[src/rtl/restoring_divider.sv]
// -----------------------------------------------------------------------------
// restoring_divider
//
// Purpose:
//   Sequential unsigned restoring divider. One quotient bit is resolved per
//   clock, so a division takes WIDTH iterations after the start is accepted.
//   A divisor of zero skips the iterations and completes immediately with a
//   flagged, saturated result.
//
// Ports:
//   clk          in   single clock, rising edge
//   reset        in   asynchronous active-high reset
//   start        in   request a new division (accepted only when busy=0)
//   dividend     in   [WIDTH-1:0] unsigned dividend, sampled on accept
//   divisor      in   [WIDTH-1:0] unsigned divisor, sampled on accept
//   busy         out  high while iterating (state RUN)
//   done         out  one-cycle pulse when the result registers are updated
//   quotient     out  [WIDTH-1:0] last completed quotient
//   remainder    out  [WIDTH-1:0] last completed remainder
//   div_by_zero  out  last completed operation had a zero divisor
// -----------------------------------------------------------------------------
module restoring_divider #(
    parameter int WIDTH = 8
) (
    input  logic             clk,
    input  logic             reset,
    input  logic             start,
    input  logic [WIDTH-1:0] dividend,
    input  logic [WIDTH-1:0] divisor,
    output logic             busy,
    output logic             done,
    output logic [WIDTH-1:0] quotient,
    output logic [WIDTH-1:0] remainder,
    output logic             div_by_zero
);

    localparam int CW = $clog2(WIDTH + 1);

    typedef enum logic [1:0] {
        IDLE = 2'd0,
        RUN  = 2'd1,
        DONE = 2'd2
    } state_t;

    state_t           state_q, state_d;
    logic [WIDTH:0]   a_q, a_d;        // partial remainder, one guard bit
    logic [WIDTH-1:0] q_q, q_d;        // dividend shifting out / quotient in
    logic [WIDTH-1:0] m_q, m_d;        // latched divisor
    logic [CW-1:0]    cnt_q, cnt_d;    // iterations still to run
    logic [WIDTH-1:0] quot_q, quot_d;
    logic [WIDTH-1:0] rem_q, rem_d;
    logic             dbz_q, dbz_d;

    // One restoring step on the current {A,Q}.
    logic [WIDTH:0]   a_shift;
    logic [WIDTH:0]   trial;
    logic [WIDTH:0]   a_next;
    logic [WIDTH-1:0] q_next;

    always_comb begin
        a_shift = (a_q << 1) | {{WIDTH{1'b0}}, q_q[WIDTH-1]};
        trial   = a_shift - {1'b0, m_q};
        // A negative trial means the divisor did not fit: keep the shifted
        // value (the restore) and shift in a 0 quotient bit.
        a_next  = trial[WIDTH] ? a_shift : trial;
        q_next  = (q_q << 1) | {{(WIDTH-1){1'b0}}, ~trial[WIDTH]};
    end

    always_comb begin
        state_d = state_q;
        a_d     = a_q;
        q_d     = q_q;
        m_d     = m_q;
        cnt_d   = cnt_q;
        quot_d  = quot_q;
        rem_d   = rem_q;
        dbz_d   = dbz_q;

        case (state_q)
            IDLE, DONE: begin
                if (start) begin
                    if (divisor == '0) begin
                        // Zero divisor completes without iterating.
                        quot_d  = '1;
                        rem_d   = dividend;
                        dbz_d   = 1'b1;
                        state_d = DONE;
                    end else begin
                        m_d     = divisor;
                        a_d     = '0;
                        q_d     = dividend;
                        cnt_d   = CW'(WIDTH);
                        state_d = RUN;
                    end
                end else if (state_q == DONE) begin
                    state_d = IDLE;
                end
            end
            RUN: begin
                a_d   = a_next;
                q_d   = q_next;
                cnt_d = cnt_q - CW'(1);
                if (cnt_q == CW'(1)) begin
                    quot_d  = q_next;
                    rem_d   = a_next[WIDTH-1:0];
                    dbz_d   = 1'b0;
                    state_d = DONE;
                end
            end
            default: state_d = IDLE;
        endcase
    end

    always_ff @(posedge clk or posedge reset) begin
        if (reset) begin
            state_q <= IDLE;
            a_q     <= '0;
            q_q     <= '0;
            m_q     <= '0;
            cnt_q   <= '0;
            quot_q  <= '0;
            rem_q   <= '0;
            dbz_q   <= 1'b0;
        end else begin
            state_q <= state_d;
            a_q     <= a_d;
            q_q     <= q_d;
            m_q     <= m_d;
            cnt_q   <= cnt_d;
            quot_q  <= quot_d;
            rem_q   <= rem_d;
            dbz_q   <= dbz_d;
        end
    end

    assign busy        = (state_q == RUN);
    assign done        = (state_q == DONE);
    assign quotient    = quot_q;
    assign remainder   = rem_q;
    assign div_by_zero = dbz_q;

endmodule

[config.mk]
export PLATFORM = sky130hd
export DESIGN_NAME = restoring_divider
export DESIGN_NICKNAME = d
export VERILOG_FILES = /design/src/rtl/restoring_divider.sv
export SDC_FILE = /design/constraint.sdc
export NUM_CORES = 1
export LEC_CHECK = 0
export BUFFER_PORTS_ARGS = -buffer_cell sky130_fd_sc_hd__clkbuf_2
export CAP_MARGIN = 20
export CORE_UTILIZATION = 55
export CTS_BUF_LIST = sky130_fd_sc_hd__clkbuf_8
export CTS_CLUSTER_SIZE = 16
export DETAILED_ROUTE_END_ITERATION = 6
export MAX_ROUTING_LAYER = met4
export PLACE_DENSITY = 0.78
export SLEW_MARGIN = 20
export SYNTH_ARGS = -nofsm -noshare
export SYNTH_HDL_FRONTEND = slang
export SYNTH_SLANG_ARGS = --single-unit
[constraint.sdc]
create_clock -name clk -period 5 [get_ports clk]
set_input_delay 0.25 -clock clk [delete_from_list [all_inputs] [get_ports clk]]
set_output_delay 0.25 -clock clk [all_outputs]
set_load 0.02 [all_outputs]
==> results of run 1 <==
[worst register-to-register path: cells and delay by family, from the launching register on]
family	cells	cell delay, ns
simple gates	3	1.82
flops	1	0.42
compound gates	2	0.39
[per-stage QoR]
stage / worst slack [ns] / power, mW / hold slack (ns)
after global placement: 2.30 / 1.90 / 0.463
after global routing: 2.12 / 2.38 / 0.127
final: 2.30 / 2.20 / 0.0303
after CTS: 2.31 / 2.19 / 0.159
after detailed placement: 2.34 / 1.93 / 0.469
after floorplan: 2.62 / 1.67 / 0.355
[cells in the final DEF (no fill, tap or decap), drive strengths merged, types with 5 or more instances in the layout]
cell,n
a21oi,17
o21ai,25
nor2,35
o211ai,10
nand2,20
inv,13
nand3,17
mux2i,5
ha,10
xor2,5
nor3,9
clkbuf,43
dfrtp,47
[flip-flops by register name, indices dropped and copies added (netlist names)]
signal       count
quotient         8
m_q              8
div_by_zero      1
a_q              8
state_q          2
remainder        8
cnt_q            4
q_q              8
[cells in the mapped netlist (all sizes together)]
cell type / number / area [um^2]
inv: 14 / 52.6
nor4: 3 / 18.8
or4: 2 / 16.3
dfrtp: 47 / 1180
fa: 1 / 20.0
o21ai: 25 / 125
nand3: 17 / 85.1
mux2i: 5 / 50.1
nand2: 20 / 75.1
nor2b: 3 / 18.8
mux2: 1 / 15.0
o211ai: 10 / 75.1
a31oi: 2 / 12.5
a211oi: 3 / 27.5
o211a: 1 / 10.0
clkbuf: 11 / 41.3
and2: 1 / 6.26
a21boi: 2 / 15.0
ha: 10 / 125
a21bo: 1 / 10.0
a21o: 2 / 15.0
a311o: 1 / 10.0
a221o: 1 / 11.3
nor3b: 3 / 22.5
buf: 3 / 20.0
o22ai: 3 / 18.8
a21oi: 17 / 92.6
nor3: 9 / 45.0
nand2b: 3 / 18.8
a221oi: 1 / 8.76
xnor2: 1 / 8.76
o2111ai: 2 / 17.5
nor2: 35 / 131
a22oi: 2 / 15.0
xor2: 5 / 43.8
[cell families after synthesis]
family,Yosys count
simple gates,96
compound gates,73
flops,47
buf+inv,28
fa+ha+maj,11
xor+xnor,6
mux,6
[metal layers]
metal | global-route usage | vias up | wire [um]
met3 | 0.0395 | 8 | 263
met2 | 0.424 | 60 | 2730
li1 | - | 1008 | -
met1 | 0.356 | 994 | 2510
met4 | 0.102 | 0 | 93
met5 | - | - | 0
[final timing paths]
path                                              from                  endpoint  slack [ns]  depth (start not counted)
worst min-delay path                             reset    state_q[1]$_DFFE_PP0P_        0.03                          2
worst max register to register  state_q[0]$_DFFE_PP0P_  remainder[0]$_DFFE_PP0P_        2.30                          5
worst min register to register      m_q[0]$_DFFE_PP0N_        m_q[0]$_DFFE_PP0N_        0.49                          2
worst max-delay path            state_q[0]$_DFFE_PP0P_  remainder[0]$_DFFE_PP0P_        2.30                          5
max in group asynchronous                        reset  remainder[1]$_DFFE_PP0P_        4.47                          2
min in group clk                            divisor[4]        m_q[4]$_DFFE_PP0N_        0.15                          3
[layout make-up]
cell class                 instances  area [um^2]
clock buffer                       6         82.6
clock inverter                     2         16.3
fill                             343         1380
inverter                          14         53.8
multi-input combinational        192         1160
sequential                        47         1180
tap                               50         62.6
timing repair buffer              40          208
[power groups by stage]
stage	Combinational [mW]	Clock, mW	Sequential, mW
3_5_place_dp	1.25	0	0.681
4_1_cts	1.27	0.252	0.673
5_1_grt	1.42	0.261	0.696
3_3_place_gp	1.23	0	0.674
2_1_floorplan	0.948	0	0.717
6_report	1.28	0.251	0.675
==> flow_summary.yaml, run 1 <==
clocking:
  cts_buffer_depth: 2
  cts_buffers: 5
  path_clk_slew_ns: 0.09
  postCtsResizedCells: 0
  cts_setup_buffers: 0
  clock-sinks: 47
  clock_tree.root_cell: "clkbuf_8"
  cts_tree: "built"
  htreeDepth: 2
  clk_latency_ns: 0.32
  hold_buffers: 0
sta:
  worst_slew_pin_slew_ns: 0.808
  clock_skew_ns: 0.0145
  drv_slew: 0
  period_share: 0.540
  tns_ns: 0
  finalHoldViolCount: 0
  slew_headroom: 0.461
  setup-violations-final: 0
  fmax_ghz: 0.371
  rsz0062_at_grt: "false"
  finalCriticalPeriod_ns: 2.70
routing:
  drc: 0
  dr.first_iter.drc_count: 173
  antenna_left: 0
  wl_per_cell_um: 16.0
  wl_mm: 5.60
  vias: 2070
  drt_first_pass_iters: 5
  vias_per_cell: 5.90
global_route:
  antenna_found_initial: 0
  track_usage: 0.270
  grt_overflow: 0
  grt_pass1_vias: 1948
  grt_pass1_wl_mm: 8.94
  grt_max_degree: 48
logic_synthesis:
  synth_fp_nets: 297
  synth-compound-area-share: 0.189
  synth-seq-cells: 47
  yosys.area_share.simple: 0.178
  synth-seq-area-share: 0.479
  synth_xor_area_frac: 0.0214
  synth_cell_types: 41
  yosysWarningCount: 0
  post_synth.cell_area_avg_um2: 9.19
  netlist_area_um2: 2450
  synthMuxAreaShare: 0.0265
  synth_top_family_by_area: "compound AO/OA/AOI/OAI gates"
  synthCells: 267
  synthAdderAreaFrac: 0.0591
floorplan:
  core_area_um2: 4140
  start_util: 0.592
  num_rows: 23
  num_io_pins: 38
  die_h_um: 68.8
  dieArea_um2: 4730
  die_w_um: 68.8
critical_path:
  crit_required_ns: 5.24
  crit_path_max_fanout: 21
  cp.arrival_ns: 2.94
  cp_top_family: "simple AND/OR/NAND/NOR gates"
  path_cells: "nor2b_1 -> nand3_1 -> nand2_1 -> o22ai_1 -> a21oi_2"
  worst_path_max_delay_cell: "nand2_1"
  critPathKind: "register to register"
  cpPeakStageDelay_ns: 0.70
  cp-end-kind: "register"
  critPathBufInv: 0
  crit_path_start_kind: "register"
place:
  hpwlAfterDp_mm: 3.92
  place_congestion: 0.842
  placed_cells: 343
  portBuffers: 37
  dpl_cell_area_um2: 2660
final_layout:
  layout-drive-gt1-share: 0.186
  final_nets: 330
  diodes: 0
  stdcell_area_um2: 2760
  fin_util: 0.667
  layout.cells.non_filler: 351
  syn_to_final_growth_pct: 12.6
hold_path:
  hold_path.class: "primary input to asynchronous set/reset pin"
power:
  sw_frac_of_total: 0.467
  cellPowerDensity_nw_per_um2: 797
  p_leak_nw: 1.26
  power.internal_mw: 1.17
  power_frac_clock: 0.114
  combPwrFrac: 0.580
  p_sw_mw: 1.03
  seq_power_share: 0.306
  ir_drop_mv: 0.412
run_status:
  status: "complete, no violations"
run:
  maxCapViolCount: 0
(Power assumes the default switching activity.)
==> run 2, diff against run 1 <==
--- a/config.mk
+++ b/config.mk
@@ -5,9 +5,10 @@
 export SDC_FILE = /design/constraint.sdc
 export NUM_CORES = 1
 export LEC_CHECK = 0
+export ABC_AREA = 1
 export BUFFER_PORTS_ARGS = -buffer_cell sky130_fd_sc_hd__clkbuf_2
 export CAP_MARGIN = 20
-export CORE_UTILIZATION = 55
+export CORE_UTILIZATION = 53
 export CTS_BUF_LIST = sky130_fd_sc_hd__clkbuf_8
 export CTS_CLUSTER_SIZE = 16
 export DETAILED_ROUTE_END_ITERATION = 6
==> constraint.sdc (replaced) <==
create_clock -name clk -period 2.3 [get_ports clk]
set_input_delay 0.115 -clock clk [delete_from_list [all_inputs] [get_ports clk]]
set_output_delay 0.115 -clock clk [all_outputs]
set_load 0.02 [all_outputs]
==> run 2 against run 1 <==
Against the previous run:
- clock power is 110% higher
- global-route usage is 3.1 points lower
- combinational power is 120% higher
- register-to-register slack worse by 2.0 ns
- core utilization is 3.7 points lower
- critical path depth is 9 higher
- non-clock buffer count is 3 higher
- synthesized cell count is 26% higher
- setup slack worse by 2.0 ns
- sequential share of layout area is 3.3 points lower
- clock-buffer cell count stayed put
- largest cell class unchanged
- largest power group unchanged
==> flow_summary.yaml, run 2 <==
run_status:
  status: "complete, no violations"
clocking:
  path_clk_slew_ns: 0.09
  clock_tree.root_cell: "clkbuf_8"
  hold_buffers: 1
  cts_setup_buffers: 0
  cts_tree: "built"
  postCtsResizedCells: 0
  htreeDepth: 2
  cts_buffers: 5
  clk_latency_ns: 0.31
  clock-sinks: 47
  cts_buffer_depth: 2
floorplan:
  dieArea_um2: 5250
  num_rows: 25
  die_h_um: 72.5
  die_w_um: 72.5
  start_util: 0.553
  num_io_pins: 38
  core_area_um2: 4750
logic_synthesis:
  yosys_most_used_dff: "dfrtp_1"
  ys_top_cells_by_count: "nand2_1, inv_1, dfrtp_1, nand3_1, nor2_1"
  yosysWarningCount: 0
  synth_cell_types: 35
  post-synth-top-count-cell: "nand2_1"
  synthCells: 336
  synth-seq-cells: 47
  synth_top_area_frac: 0.447
  synth-seq-area-share: 0.447
  netlist_area_um2: 2630
  synth_edf_count: 0
  synth_fp_nets: 366
  synth_top_area_cell: "dfrtp_1"
  post_synth.cell_area_avg_um2: 7.83
  synth.top_cells.by_area: "dfrtp_1, nand2_1, inv_1"
  async_reset_ff_frac: 1.00
global_route:
  grt_pass1_vias: 2016
  antenna_found_initial: 0
  grt_pass1_wl_mm: 9.32
  track_usage: 0.239
  grt_overflow: 0
  grt_max_degree: 48
final_layout:
  ff_latch_area_um2: 1180
  layout.cells.non_filler: 445
  multi_input_area_um2: 1150
  syn_to_final_growth_pct: 13.7
  final_nets: 407
  diodes: 0
  final_common_cell: "nand2_1"
  layout_common_cells: "nand2_1, inv_1, dfrtp_1"
  fillers: 428
  layout-drive-gt1-share: 0.198
routing:
  drt_first_pass_iters: 4
  drc: 0
  vias: 2166
  vias_per_cell: 4.87
  antenna_left: 0
  wl_mm: 5.41
  wl_per_cell_um: 12.2
  dr.first_iter.drc_count: 154
critical_path:
  cp.arrival_ns: 2.21
  crit_required_ns: 2.51
  critPathKind: "register to register"
  cp-end-kind: "register"
  worst_path_max_delay_cell: "fa_1"
  r2r-start: "q_q[7]$_DFFE_PP0P_"
  crit_path_max_fanout: 9
  path_cells: "inv_1 -> ha_1 -> inv_1 -> fa_1 -> nand2_1 -> nand2_2 -> nand3_2 -> nand2_2 -> nand2_2 -> nand2_4 -> nand3_1 -> nand3_1 -> nand2_1 -> inv_1"
  reg2reg_to: "remainder[0]$_DFFE_PP0P_"
  cpPeakStageDelay_ns: 0.40
  crit_path_start_kind: "register"
  regToRegSetupSlack_ns: 0.29
  r2r.worst_path.cells: 14
power:
  p_leak_nw: 1.64
  cellPowerDensity_nw_per_um2: 1600
  ir_drop_mv: 0.964
  total_power_mw: 4.79
sta:
  period_share: 0.873
  setup-violations-final: 0
  rsz0062_at_grt: "false"
  tns_ns: 0
  finalHoldViolCount: 0
  slew_headroom: 0.605
  finalCriticalPeriod_ns: 2.01
  hold_slack_ns: 0.0463
  drv_slew: 0
  clock_skew_ns: 0.0129
  fmax_ghz: 0.498
  worst_slew_pin_slew_ns: 0.593
place:
  placed_cells: 436
  portBuffers: 37
  place_congestion: 0.889
  hpwlAfterDp_mm: 3.98
hold_path:
  hold_end: "m_q[5]$_DFFE_PP0N_"
  hold_path.class: "primary input to register"
  hold_depth: 3
  hp-start: "divisor[5]"
run:
  maxCapViolCount: 0
run 2: kinds of logic (layout without fill, tap and decap cells):
family,Yosys count,count (layout),share of synthesized area
simple gates,160,160,0.284
buf+inv,75,117,0.115
flops,47,47,0.447
compound gates,39,39,0.0861
fa+ha+maj,11,11,0.0552
xor+xnor,4,4,0.0133
run 2: layout make-up:
class	count	share of cell area
Clock buffer	6	0.0276
Multi-Input combinational cell	214	0.385
Sequential cell	47	0.393
Tap cell	67	0.0280
Clock inverter	2	0.00543
Timing Repair Buffer	43	0.0778
Inverter	66	0.0828
run 2: worst max path at each step:
stage | startpoint | to | slack, ns
after global routing | q_q[7]$_DFFE_PP0P_ | remainder[4]$_DFFE_PP0P_ | 0.15
after global placement | q_q[7]$_DFFE_PP0P_ | remainder[4]$_DFFE_PP0P_ | 0.40
after CTS | q_q[7]$_DFFE_PP0P_ | remainder[0]$_DFFE_PP0P_ | 0.29
after floorplan | q_q[7]$_DFFE_PP0P_ | remainder[7]$_DFFE_PP0P_ | 0.50
final | q_q[7]$_DFFE_PP0P_ | remainder[0]$_DFFE_PP0P_ | 0.29
after detailed placement | q_q[7]$_DFFE_PP0P_ | remainder[0]$_DFFE_PP0P_ | 0.33
run 2: worst max-delay path: cells and delay by family (launching register included):
| family | cells | cell delay (ns) |
|---|---|---|
| adder cells (fa/ha/maj) | 2 | 0.53 |
| flip-flops | 1 | 0.39 |
| AND/OR/NAND/NOR | 9 | 0.81 |
| buffers and inverters | 3 | 0.18 |
run 2: power by group:
| part | leakage, nW | switching [mW] | internal (mW) |
|---|---|---|---|
| clock network | 0.0474 | 0.288 | 0.246 |
| logic | 1.04 | 1.80 | 1.00 |
| registers | 0.552 | 0.236 | 1.21 |
| total | 1.64 | 2.32 | 2.46 |
run 2: per-layer routing:
metal	vias to the layer above	global-route usage	wire [um]
li1	1143	-	-
met1	971	0.321	2580
met5	-	-	0
met4	0	0.0828	91
met3	8	0.0472	204
met2	44	0.362	2540
run 2: metrics by stage:
step | utilization | setup slack (ns) | instance area [um^2]
final | 0.629 | 0.293 | 2990
after detailed placement | 0.607 | 0.328 | 2880
after global placement | 0.607 | 0.405 | 2880
after CTS | 0.629 | 0.295 | 2990
after global routing | 0.629 | 0.153 | 2990
after floorplan | - | 0.504 | 2630
